File: src/rtl/control_muestreo_adc_pkg.sv
// Shared constants and types for the serial ADC sampling controller.
// Optional feature macro: SATURACION_EN (adds the sat output).
package control_muestreo_adc_pkg;

    localparam int unsigned F_ADC           = 12;
    localparam int unsigned FRAME_ADC       = 16;
    localparam int unsigned DIV_SCLK        = 2;
    localparam int unsigned QUIET_CS        = 3;
    localparam int unsigned PERIODO_MUESTRA = 1134;

    typedef enum logic [1:0] {
        ST_IDLE  = 2'd0,
        ST_CONV  = 2'd1,
        ST_QUIET = 2'd2
    } estado_t;

    // Counter width able to hold 0..n-1, never narrower than one bit.
    function automatic int unsigned cnt_width(input int unsigned n);
        return (n > 1) ? $clog2(n) : 1;
    endfunction

endpackage

File: src/rtl/control_muestreo_adc_gen_tick.sv
// Modulo-N counter with enable and synchronous clear; tick_c marks the last count.
module control_muestreo_adc_gen_tick
    import control_muestreo_adc_pkg::*;
#(
    parameter int unsigned N = 2
) (
    input  logic clk,
    input  logic reset,
    input  logic en,
    input  logic clr,
    output logic tick_c
);

    localparam int unsigned W = cnt_width(N);

    logic [W-1:0] cnt_q;
    logic [W-1:0] cnt_d;

    always_comb begin
        cnt_d  = cnt_q;
        tick_c = en && !clr && (cnt_q == W'(N - 1));
        if (clr) begin
            cnt_d = '0;
        end else if (en) begin
            cnt_d = tick_c ? '0 : cnt_q + W'(1);
        end
    end

    always_ff @(posedge clk) begin
        if (reset) begin
            cnt_q <= '0;
        end else begin
            cnt_q <= cnt_d;
        end
    end

endmodule

File: src/rtl/control_muestreo_adc.sv
// Serial ADC sequencer: cs_n/sclk generation, MSB-first capture, held sample output.
// Optional feature macro: SATURACION_EN (adds the registered sat flag).
module control_muestreo_adc
    import control_muestreo_adc_pkg::*;
#(
    parameter int unsigned F      = F_ADC,
    parameter int unsigned DIV    = DIV_SCLK,
    parameter int unsigned FRAME  = FRAME_ADC,
    parameter int unsigned QUIET  = QUIET_CS,
    parameter int unsigned PERIOD = PERIODO_MUESTRA
) (
    input  logic         clk,
    input  logic         reset,
    input  logic         en,
    input  logic         sdata,
    output logic         cs_n,
    output logic         sclk,
    output logic [F-1:0] dato,
    output logic         dato_valid,
`ifdef SATURACION_EN
    output logic         overrun,
    output logic         sat
`else
    output logic         overrun
`endif
);

    localparam int unsigned BW = cnt_width(FRAME);
    localparam int unsigned QW = cnt_width(QUIET);

    estado_t       estado_q, estado_d;
    logic          cs_n_q, cs_n_d;
    logic          sclk_q, sclk_d;
    logic [F-1:0]  shift_q, shift_d;
    logic [BW-1:0] bit_q, bit_d;
    logic [QW-1:0] quiet_q, quiet_d;
    logic [F-1:0]  dato_q, dato_d;
    logic          valid_q, valid_d;
    logic          ovr_q, ovr_d;
`ifdef SATURACION_EN
    logic          sat_q, sat_d;
`endif

    logic          tick_periodo;
    logic          strobe;
    logic          en_div;
    logic [F-1:0]  shift_nxt;

    assign en_div    = (estado_q == ST_CONV);
    assign shift_nxt = {shift_q[F-2:0], sdata};

    control_muestreo_adc_gen_tick #(.N(PERIOD)) u_tick_periodo (
        .clk    (clk),
        .reset  (reset),
        .en     (en),
        .clr    (!en),
        .tick_c (tick_periodo)
    );

    control_muestreo_adc_gen_tick #(.N(DIV)) u_tick_sclk (
        .clk    (clk),
        .reset  (reset),
        .en     (en_div),
        .clr    (!en_div),
        .tick_c (strobe)
    );

    always_comb begin
        estado_d = estado_q;
        cs_n_d   = cs_n_q;
        sclk_d   = sclk_q;
        shift_d  = shift_q;
        bit_d    = bit_q;
        quiet_d  = quiet_q;
        dato_d   = dato_q;
        valid_d  = 1'b0;
        ovr_d    = tick_periodo && (estado_q != ST_IDLE);
`ifdef SATURACION_EN
        sat_d    = sat_q;
`endif
        case (estado_q)
            ST_IDLE: begin
                cs_n_d  = 1'b1;
                sclk_d  = 1'b1;
                bit_d   = '0;
                quiet_d = '0;
                if (tick_periodo) begin
                    estado_d = ST_CONV;
                    cs_n_d   = 1'b0;
                    shift_d  = '0;
                end
            end
            ST_CONV: begin
                if (strobe) begin
                    sclk_d = !sclk_q;
                    // sclk rising edge: capture, and close the frame on the last one
                    if (!sclk_q) begin
                        shift_d = shift_nxt;
                        if (bit_q == BW'(FRAME - 1)) begin
                            estado_d = ST_QUIET;
                            cs_n_d   = 1'b1;
                            sclk_d   = 1'b1;
                            bit_d    = '0;
                            dato_d   = shift_nxt;
                            valid_d  = 1'b1;
`ifdef SATURACION_EN
                            sat_d    = (shift_nxt == '0) || (shift_nxt == '1);
`endif
                        end else begin
                            bit_d = bit_q + BW'(1);
                        end
                    end
                end
            end
            ST_QUIET: begin
                cs_n_d = 1'b1;
                sclk_d = 1'b1;
                if (quiet_q == QW'(QUIET - 1)) begin
                    estado_d = ST_IDLE;
                    quiet_d  = '0;
                end else begin
                    quiet_d = quiet_q + QW'(1);
                end
            end
            default: begin
                estado_d = ST_IDLE;
                cs_n_d   = 1'b1;
                sclk_d   = 1'b1;
            end
        endcase
    end

    always_ff @(posedge clk) begin
        if (reset) begin
            estado_q <= ST_IDLE;
            cs_n_q   <= 1'b1;
            sclk_q   <= 1'b1;
            shift_q  <= '0;
            bit_q    <= '0;
            quiet_q  <= '0;
            dato_q   <= '0;
            valid_q  <= 1'b0;
            ovr_q    <= 1'b0;
`ifdef SATURACION_EN
            sat_q    <= 1'b0;
`endif
        end else begin
            estado_q <= estado_d;
            cs_n_q   <= cs_n_d;
            sclk_q   <= sclk_d;
            shift_q  <= shift_d;
            bit_q    <= bit_d;
            quiet_q  <= quiet_d;
            dato_q   <= dato_d;
            valid_q  <= valid_d;
            ovr_q    <= ovr_d;
`ifdef SATURACION_EN
            sat_q    <= sat_d;
`endif
        end
    end

    assign cs_n       = cs_n_q;
    assign sclk       = sclk_q;
    assign dato       = dato_q;
    assign dato_valid = valid_q;
    assign overrun    = ovr_q;
`ifdef SATURACION_EN
    assign sat        = sat_q;
`endif

endmodule

File: config.mk
export PLATFORM = sky130hd
export DESIGN_NAME = control_muestreo_adc
export DESIGN_NICKNAME = d
export VERILOG_FILES = /design/src/rtl/control_muestreo_adc_pkg.sv /design/src/rtl/control_muestreo_adc_gen_tick.sv /design/src/rtl/control_muestreo_adc.sv
export SDC_FILE = /design/constraint.sdc
export NUM_CORES = 1
export LEC_CHECK = 0
export CORE_MARGIN = 4
export CORE_UTILIZATION = 44
export DETAILED_ROUTE_END_ITERATION = 8
export SYNTH_ARGS = -nofsm -noshare
export SYNTH_HDL_FRONTEND = slang
export SYNTH_SLANG_ARGS = --single-unit
File: constraint.sdc
create_clock -name clk -period 1.95 [get_ports clk]
set_clock_uncertainty 0.05 [all_clocks]
set_input_delay 0.39 -clock clk [delete_from_list [all_inputs] [get_ports clk]]
set_output_delay 0.39 -clock clk [all_outputs]
set_load 0.01 [all_outputs]
==> flow_metrics.py <==
metrics = {
    "sta": {
        "min_period_over_period_pct": 85.5,
        "fin_crit_ns": 1.67,
        "grt_setup_unrepaired": "false",
        "hold_viol": 0,
        "max_freq_ghz": 0.600,
        "setup_viol": 0,
        "worstMarginPinSlew_ns": 0.540,
        "tns_ns": 0,
        "max_slew_margin_pct": 64.0,
        "finalMaxSlewViolations": 0,
    },
    "layout": {
        "seq_area_um2": 941,
        "fin_cells": 278,
        "drive_gt1_share_pct": 7.46,
        "synthToLayoutAreaGrowth_pct": 18.2,
        "fin_area_mm2": 0.00231,
        "multi_input_area_um2": 966,
        "antennaDiodeCount": 0,
        "fin_util_pct": 55.8,
        "fillerInstances": 382,
        "nNetsFinal": 234,
    },
    "synth": {
        "ys_seq_area_share_pct": 48.1,
        "muxShareOfSynthArea_pct": 11.8,
        "synth_nets": 212,
        "synth_compound_area_share_pct": 4.48,
        "synth_common_cells": "47 x dfxtp_1, 30 x nor2_1, 23 x mux2i_1",
        "yosysMostFrequentCell": "dfxtp_1",
        "yosysUniqueCellTypes": 36,
        "synth_flop_cell": "dfxtp_1",
        "syn_inst": 205,
        "avgSynthCellArea_um2": 9.55,
        "synth-simple-area-share_pct": 26.4,
        "syn_area_mm2": 0.00196,
        "yosys_warnings": 0,
        "synth_top_family_by_area": "simple AND/OR/NAND/NOR gates",
        "yosys_register_bits": 47,
        "synth-xor-area-share_pct": 4.03,
        "synthAdderAreaFrac_pct": 1.92,
        "ys_async_sr_fraction_pct": 0,
        "synth_top_area_cell": "dfxtp_1",
        "synth-edff-count": 0,
        "synth_top_area_share_pct": 48.1,
        "synthTopCellsByArea": "dfxtp_1 48%, mux2i_1 12%, nor2_1 5.8%",
    },
    "clock_tree": {
        "post_cts_buffers": 0,
        "cts_buffer_depth": 2,
        "clk_latency_ns": 0.29,
        "clkSinkCount": 47,
        "clkTransAtPathRegs_ns": 0.08,
        "cts_buffers": 5,
        "cts-htree-levels": 2,
        "root_buffer": "clkbuf_8",
        "cts_tree": "done",
    },
    "placed_design": {
        "gp_congestion": 0.859,
        "port_buffers": 19,
        "dpl_cell_area_mm2": 0.00222,
        "hpwl_um": 2590,
        "dp.cells": 270,
    },
    "worst_hold_path": {
        "hold_class": "flop to flop",
        "holdPathStages": 1,
        "min_from": "u_tick_sclk.cnt_q",
        "hold_end": "u_tick_sclk.cnt_q",
    },
    "power_and_ir_drop": {
        "ir_drop_uv": 349,
        "leakage_nw": 0.956,
        "power_density_mw_per_mm2": 672,
    },
    "worst_setup_path": {
        "cp_num_buf_inv": 0,
        "reg2reg_depth": 4,
        "start_kind": "flop",
        "rrSetupSlack_ns": 0.28,
        "cp_max_fo": 13,
        "cp_top_family": "simple AND/OR/NAND/NOR gates",
        "cp_slowest_stage_delay_ns": 0.52,
        "critPathKind": "flop to flop",
        "r2r_end": "dato[1]",
        "cp.arrival_ns": 1.81,
        "crit_path_cell_trace": "nor2b_1 -> nand3_4 -> mux2i_1 -> nor2_1",
        "cpMaxStageDelayCell": "dfxtp_1",
        "worstSetupEndpointType": "flop",
        "reg2reg_from": "estado_q[0]",
        "critPathRequiredTime_ns": 2.09,
    },
    "routing": {
        "routed_wl_um": 3690,
        "drcViolationCount": 0,
        "postRouteAntennaNets": 0,
        "drt_first_pass_iters": 4,
        "vias": 1465,
        "drtIter0Drc": 65,
        "viasPerCell": 5.27,
        "wl_per_cell_um": 13.3,
    },
    "global_route": {
        "track_usage_pct": 14.5,
        "grt_pass1_wl_um": 6250,
        "antenna_found_initial": 0,
        "gr-total-overflow": 0,
        "grt_pass1_vias": 1372,
        "grt_start_max_net_pins": 23,
    },
    "die": {
        "dieArea_mm2": 0.00558,
        "core_mm2": 0.00414,
        "die_y_um": 74.7,
        "initial_utilization_pct": 47.2,
        "num_rows": 23,
        "ios": 20,
        "fp.dieW_um": 74.7,
    },
    "outcome": {
        "status": "finished clean",
    },
    "job": {
        "maxCapViolCount": 0,
    },
}
-- layout make-up --
type                    count  area share, %
repair buffers             26           11.0
clock buffers               7           3.30
flip-flops and latches     47           40.7
inverters                   2          0.324
well taps                  50           2.70
clock inverters             1          0.216
multi-input cells         145           41.8
-- cells in the final DEF (no fill, tap or decap), types with 2 or more instances in the layout --
cell | Yosys | final
nand2b_1 | 15 | 15
a21oi_1 | 7 | 7
ha_1 | 3 | 3
clkbuf_8 | 0 | 5
buf_4 | 2 | 6
nand3b_1 | 3 | 3
nand2_1 | 18 | 18
nand4_1 | 3 | 3
dfxtp_1 | 47 | 47
inv_1 | 2 | 2
xor2_1 | 5 | 5
or3_1 | 2 | 2
mux2i_1 | 23 | 23
a31oi_1 | 2 | 2
xnor2_1 | 4 | 4
nand4b_1 | 4 | 4
nor2_1 | 30 | 30
and3_1 | 2 | 2
clkbuf_1 | 7 | 2
clkdlybuf4s50_1 | 0 | 19
nor3_1 | 4 | 4
nor2b_1 | 2 | 2
nand3_1 | 5 | 5
-- metal layers --
layer	global-route usage (%)	part of all wire, %
met1	19.4	50
met2	22.2	45
met3	3.20	3.0
met4	6.92	2.1
met5	0	0
-- flip-flops by register name, summed over array words and instances (netlist names) --
register,flops
bit_q,4
quiet_q,2
dato_valid,1
overrun,1
shift_q,11
estado_q,2
u_tick_sclk.cnt_q,1
u_tick_periodo.cnt_q,11
dato,12
cs_n,1
sclk,1
-- worst max-delay path by stage --
stage                                    endpoint               startpoint  slack (ns)  cells past startpoint
after CTS                                 dato[1]        u_tick_sclk.cnt_q         0.1                      4
after global routing                      dato[1]        u_tick_sclk.cnt_q        0.12                      4
after floorplan           u_tick_periodo.cnt_q[9]  u_tick_periodo.cnt_q[8]        0.41                      5
after detailed placement               shift_q[4]                       en       -0.08                      5
final                                     dato[1]              estado_q[0]        0.28                      4
after global placement                 shift_q[3]                       en       -0.05                      5
-- logic make-up (layout without fill, tap and decap cells) --
logic type | Yosys count | after routing
xor+xnor | 9 | 9
compound gates | 14 | 14
mux | 23 | 23
flops | 47 | 47
buf+inv | 13 | 36
fa+ha+maj | 3 | 3
simple gates | 96 | 96
-- report_power, final --
part / switching [mW] / internal [mW] / leakage [nW]
Sequential: 0.00241 / 0.961 / 0.379
Clock: 0.304 / 0.252 / 0.0422
Combinational: 0.0176 / 0.0169 / 0.535
-- what timing repair did --
action | in CTS | in global routing
resized for setup | 0 | 2
hold buffers | 0 | 0
endpoints found under the hold margin | 0 | 0
setup endpoints to repair | 0 | 13
-- through the flow --
| step | power, mW | hold slack (ns) | setup slack [ns] |
|---|---|---|---|
| after detailed placement | 1.02 | 0.395 | -0.0814 |
| after global routing | 1.61 | 0.452 | 0.121 |
| after floorplan | 1.00 | 0.367 | 0.411 |
| after global placement | 1.02 | 0.386 | -0.0470 |
| after CTS | 1.57 | 0.413 | 0.0984 |
| final | 1.55 | 0.411 | 0.283 |
Power figures use the tool's default switching activity.
==> RTL change 1, RTL diff (same settings) <==
Remove the case item `ST_QUIET` of the case on `estado_q`.
--- a/src/rtl/control_muestreo_adc.sv
+++ b/src/rtl/control_muestreo_adc.sv
@@ -114,12 +114,2 @@
             end
-            ST_QUIET: begin
-                cs_n_d = 1'b1;
-                sclk_d = 1'b1;
-                if (quiet_q == QW'(QUIET - 1)) begin
-                    estado_d = ST_IDLE;
-                    quiet_d  = '0;
-                end else begin
-                    quiet_d = quiet_q + QW'(1);
-                end
-            end
             default: begin
Formal check against the unedited RTL: no difference found for any inputs over 10 cycles, from zero or initial values and one cycle with reset high; that may be too few to reach the edited logic, so the function may still have changed.
==> RTL change 1 against the unedited design <==
Sequential cell count shrank 2. Wire length shrank 7.6%. Area after synthesis shrank 4.4%. Setup slack improved by 0.0015 ns. Final area fell by 3.1%. Maximum frequency about the same. Utilization down 0.60 points. Power is 6.1% higher. Critical path type unchanged.
==> RTL change 1: results (changes against the unedited design) <==
----------------------------------------------------
[Synthesis]
  Synthesized instance count ... 192 (-6.3%)
  Total number of yosys warnings ... 0 (unchanged)
  Share of async-settable or async-resettable flops after synthesis ... 0 (unchanged)
  Sequential element share of the synthesized area ... 0.4816 (+0.0007869)
  Net count after synthesis ... 199 (-6.1%)
  Top post-synthesis cells by count ... 45 x dfxtp_1, 29 x nor2_1, 23 x mux2i_1
  Cell types with the largest area share after synthesis ... dfxtp_1 48%, mux2i_1 12%, nor2_1 5.8%
  Count of distinct cell types in the synthesized netlist ... 37 (+2.8%)

[GRT]
  Fraction of met1 tracks used by global routing ... 0.1808 (-0.01287)
  M2 GR Usage ... 0.2354 (+0.01291)
  Met3 Use GR ... 0.03306 (+0.001015)
  First-pass GRT wire length ... 6120 um (-2.1%)
  All-Layer GR Usage ... 0.1478 (+0.002992)
  Number of global-route vias before repair ... 1,366 (-0.44%)
  Pin count of the biggest net entering global routing ... 32 (+39%)

[Detailed routing]
  Overall routed net length ... 3414 um (-7.6%)
  Post-detailed-route via-to-cell ratio ... 5.038 (-4.4%)
  Number of detailed-routing iterations run before antenna repair ... 6 (+2)
  Mean routed wirelength per cell ... 12.88 um (-3.0%)
  Initial DRC count ... 56 (-14%)

[Place]
  Placed instance area ... 0.002130 mm^2 (-4.0%)
  HPWL after detailed placement ... 2423 um (-6.3%)
  GPL Wtd Cong ... 0.7776 (-9.4%)
  Worst Setup Slack post-DPL ... -0.02332 ns (+0.05806 ns)
  Placed Instances ... 257 (-4.8%)
  Count of buffers inserted at the top-level ports ... 19 (unchanged)

[Power]
  Worst IR drop on VDD ... 0.0004763 V (+37%)
  Leakage power total ... 0.8086 nW (-15%)

[Setup path]
  Worst endpoint data arrival time ... 1.84 ns (+0.03 ns)
  Max incr delay on CP ... 0.40 ns (-0.12 ns)
  Category of cells accounting for the largest share of critical-path delay ... simple AND/OR/NAND/NOR gates
  CP max FO ... 11 (-2)

[Finish]
  Total number of nets in the final design ... 221 (-5.6%)
  Inserted Diodes ... 0 (unchanged)
  Max FFs per register ... 12 (unchanged)
  Fraction of layout cells with a size suffix above 1 ... 0.07907 (+0.004508)
  Number of filler cells placed in the layout ... 358 (-6.3%)
  Register area ... 900.9 um^2 (-4.3%)

[Clock tree]
  Cells resized by post-CTS repair ... 0 (unchanged)
  CTS clk-pin slew, worst paths ... 0.08 ns (about the same)
  Maximum clock path buffer count ... 2 (unchanged)

[STA]
  Worst slew slack as a fraction of its limit ... 0.6963 (+0.05678)

[Run status]
  Outcome ... finished, final reports clean

----------------------------------------------------
==> RTL change 1: cell count changes in the layout (fill, tap and decap cells not counted), sizes merged, moves of 3 or more <==
cell,unedited run,this run
nand4b,4,1
buf,7,4
or3,3,0
a21oi,7,4
==> RTL change 1: power by group <==
part | internal [mW] | switching [mW]
logic | 0.0128 | 0.0159
registers | 0.920 | 0.00233
clock network | 0.385 | 0.313
==> RTL change 1: worst paths after layout <==
check	start	endpoint	slack, ns	cells after the start
setup / recovery	u_tick_periodo.cnt_q[0]$_SDFF_PP0_	shift_q[5]$_SDFFE_PP0P_	0.28	6
hold reg to reg	u_tick_sclk.cnt_q$_SDFF_PP0_	u_tick_sclk.cnt_q$_SDFF_PP0_	0.43	1
hold / removal	u_tick_sclk.cnt_q$_SDFF_PP0_	u_tick_sclk.cnt_q$_SDFF_PP0_	0.43	1
setup reg to reg	u_tick_periodo.cnt_q[0]$_SDFF_PP0_	shift_q[5]$_SDFFE_PP0P_	0.28	6
==> RTL change 1: cell type report <==
class,count,area share
multi-input combinational,137,0.4076
clock inverter,2,0.01731
inverter,2,0.003350
clock buffer,6,0.03238
tap,50,0.02792
timing repair buffer,23,0.1094
sequential,45,0.4020
==> RTL change 1: logic make-up (layout without fill, tap and decap cells) <==
family          after synthesis  in the layout  share of synthesized area
buf+inv                      10             33                    0.03010
compound gates               12             12                    0.04549
flops                        45             45                     0.4816
xor+xnor                      9              9                    0.04214
simple gates                 90             90                     0.2575
mux                          23             23                     0.1231
fa+ha+maj                     3              3                    0.02007
==> RTL change 1: routing by layer <==
metal / vias to the layer above / share of wire
met5: - / 0
met4: 0 / 0.026
met3: 8 / 0.040
met2: 25 / 0.47
met1: 615 / 0.47
li1: 687 / -
==> RTL change 2, RTL diff (same settings) <==
Without the edit above. Change the package constant `QUIET_CS` from 3 to 2.
--- a/src/rtl/control_muestreo_adc_pkg.sv
+++ b/src/rtl/control_muestreo_adc_pkg.sv
@@ -7,3 +7,3 @@
     localparam int unsigned DIV_SCLK        = 2;
-    localparam int unsigned QUIET_CS        = 3;
+    localparam int unsigned QUIET_CS        = 2;
     localparam int unsigned PERIODO_MUESTRA = 1134;
Function: same outputs for any inputs over 10 cycles, from zero or initial values and one cycle with reset high; that may be too few to reach the edited logic, so the function may still have changed.
==> RTL change 2 against the unedited design <==
Power is 8.2% higher. Critical path type is now input port to flip-flop. Final area is 5.5% lower. Area after synthesis is 9.2% lower. Count of clock-buffer cells in the layout is 1 lower. Largest power group unchanged. Sequential cell count is 1 lower. Global-route usage is 1.0 points lower. Critical path depth is 1 higher. Largest cell class is now registers. Setup slack worse by 0.081 ns. Non-clock buffer count is 2 higher. Maximum frequency is 4.6% lower. Wire length is 14% lower.
==> RTL change 2: results (changes against the unedited design) <==
----------------------------------------------------
[Run status]
  Outcome ... finished, final reports clean

[Finish]
  Number of filler cells placed in the layout ... 339 (-11%)
  Fraction of layout cells with a size suffix above 1 ... 0.09360 (+0.01903)
  Total number of nets in the final design ... 210 (-10%)
  Max FFs per register ... 12 (unchanged)
  Inserted Diodes ... 0 (unchanged)

[Power]
  Worst IR drop on VDD ... 0.0005735 V (+65%)
  Leakage power total ... 0.7597 nW (-21%)
  Post-layout total power ... 1.680 mW (+8.2%)

[Clock tree]
  Latest clock arrival within the worst-skew pair ... 0.28 ns
  CTS clk-pin slew, worst paths ... 0.08 ns (about the same)
  Cells resized by post-CTS repair ... 1 (+1)
  Total clock buffers created by CTS ... 5 (unchanged)
  Post-CTS setup buffer count ... 0 (unchanged)
  Clock Root Buffer ... clkbuf_8
  Clock H-tree levels ... 2 (unchanged)
  Maximum clock path buffer count ... 2 (unchanged)

[Place]
  GPL Wtd Cong ... 0.8129 (-5.3%)
  Placed instance area ... 0.002067 mm^2 (-6.8%)
  Count of buffers inserted at the top-level ports ... 19 (unchanged)
  HPWL after detailed placement ... 2313 um (-11%)

[Detailed routing]
  Number of detailed-routing iterations run before antenna repair ... 4 (unchanged)
  Initial DRC count ... 56 (-14%)
  Overall routed net length ... 3177 um (-14%)
  Post-detailed-route via-to-cell ratio ... 5.084 (-3.5%)

[Setup path]
  CP max FO ... 11 (-2)
  Worst endpoint data arrival time ... 1.88 ns (+0.07 ns)

[STA]
  # setup viols final ... 0 (unchanged)
  Slew at the pin closest to its max-slew limit ... 0.5107 ns (-0.02879 ns)

[GRT]
  All-Layer GR Usage ... 0.1346 (-0.01021)
  Pin count of the biggest net entering global routing ... 17 (-26%)
  Number of global-route vias before repair ... 1,185 (-14%)
  First-pass GRT wire length ... 5575 um (-11%)
  Number of antenna violations at the first check in global routing ... 0 (unchanged)

[Synthesis]
  Count of distinct cell types in the synthesized netlist ... 35 (-2.8%)
  Share of async-settable or async-resettable flops after synthesis ... 0 (unchanged)
  Top post-synthesis cells by count ... 46 x dfxtp_1, 31 x nor2_1, 13 x mux2i_1
  Sequential element share of the synthesized area ... 0.5183 (+0.03749)
  Net count after synthesis ... 185 (-13%)
  Cell types with the largest area share after synthesis ... dfxtp_1 52%, mux2i_1 7.3%, nor2_1 6.5%
  Total number of yosys warnings ... 0 (unchanged)

[Hold path]
  Worst min-delay path class ... flip-flop to flip-flop

----------------------------------------------------
==> RTL change 2: final timing paths <==
kind | from | to | slack (ns) | cells past startpoint
min | quiet_q$_SDFFE_PP0P_ | quiet_q$_SDFFE_PP0P_ | 0.40 | 2
max | en | shift_q[7]$_SDFFE_PP0P_ | 0.20 | 5
min reg2reg | quiet_q$_SDFFE_PP0P_ | quiet_q$_SDFFE_PP0P_ | 0.40 | 2
max reg2reg | bit_q[0]$_SDFFE_PP0P_ | dato[11]$_SDFFE_PP0P_ | 0.23 | 6
==> RTL change 2: critical path: stages <==
cell,delay (ns)
clkdlybuf4s50_1,0.47
nor4bb_1,0.34
and4b_1,0.28
o22ai_2,0.17
a22o_1,0.23
==> RTL change 2: cell type report <==
type,count,area [um^2],area share
multi-input combinational,117,790.8,0.3618
timing repair buffer,28,282.8,0.1294
sequential,46,920.9,0.4213
clock inverter,1,30.03,0.01374
inverter,5,18.77,0.008586
clock buffer,6,82.58,0.03778
tap,48,60.06,0.02748
==> RTL change 2: metal layers <==
metal / share of wire / routed length, um / track usage / up-vias
met5: 0 / 0 / 0 / -
met4: 0.0057 / 18 / 0.04384 / 0
met3: 0.034 / 109 / 0.03927 / 2
met2: 0.47 / 1491 / 0.2010 / 21
met1: 0.49 / 1557 / 0.1863 / 593
li1: - / - / - / 660
==> RTL change 2: kinds of logic (layout without fill, tap and decap cells) <==
| family | after synthesis | count (layout) | synth area share |
|---|---|---|---|
| xor gates and xnor gates | 9 | 9 | 0.04437 |
| AOI/OAI and AO/OA | 26 | 26 | 0.1169 |
| buffers and inverters | 15 | 40 | 0.04014 |
| and+or+nand+nor | 65 | 65 | 0.1796 |
| DFF | 46 | 46 | 0.5183 |
| muxes | 14 | 14 | 0.07957 |
| adders and majority gates | 3 | 3 | 0.02113 |
==> RTL change 2: per-stage QoR <==
stage / util / setup TNS (ns) / worst slack [ns] / hold WS [ns] / std cells
2_1_floorplan: - / 0 / 0.3194 / 0.3721 / 178
3_3_place_gp: 0.5481 / -1.972 / -0.1749 / 0.3840 / 244
3_5_place_dp: 0.5481 / -2.482 / -0.2255 / 0.3911 / 244
4_1_cts: 0.5796 / 0 / 0.1955 / 0.4036 / 251
5_1_grt: 0.5796 / 0 / 0.05081 / 0.4402 / 251
6_report: 0.5796 / 0 / 0.2016 / 0.4033 / 251
==> RTL change 2: where the power goes <==
group / switching, mW / total, mW / internal, mW
Combinational: 0.0201 / 0.0399 / 0.0197
Clock: 0.288 / 0.698 / 0.410
Sequential: 0.00244 / 0.943 / 0.940
Total: 0.311 / 1.68 / 1.37
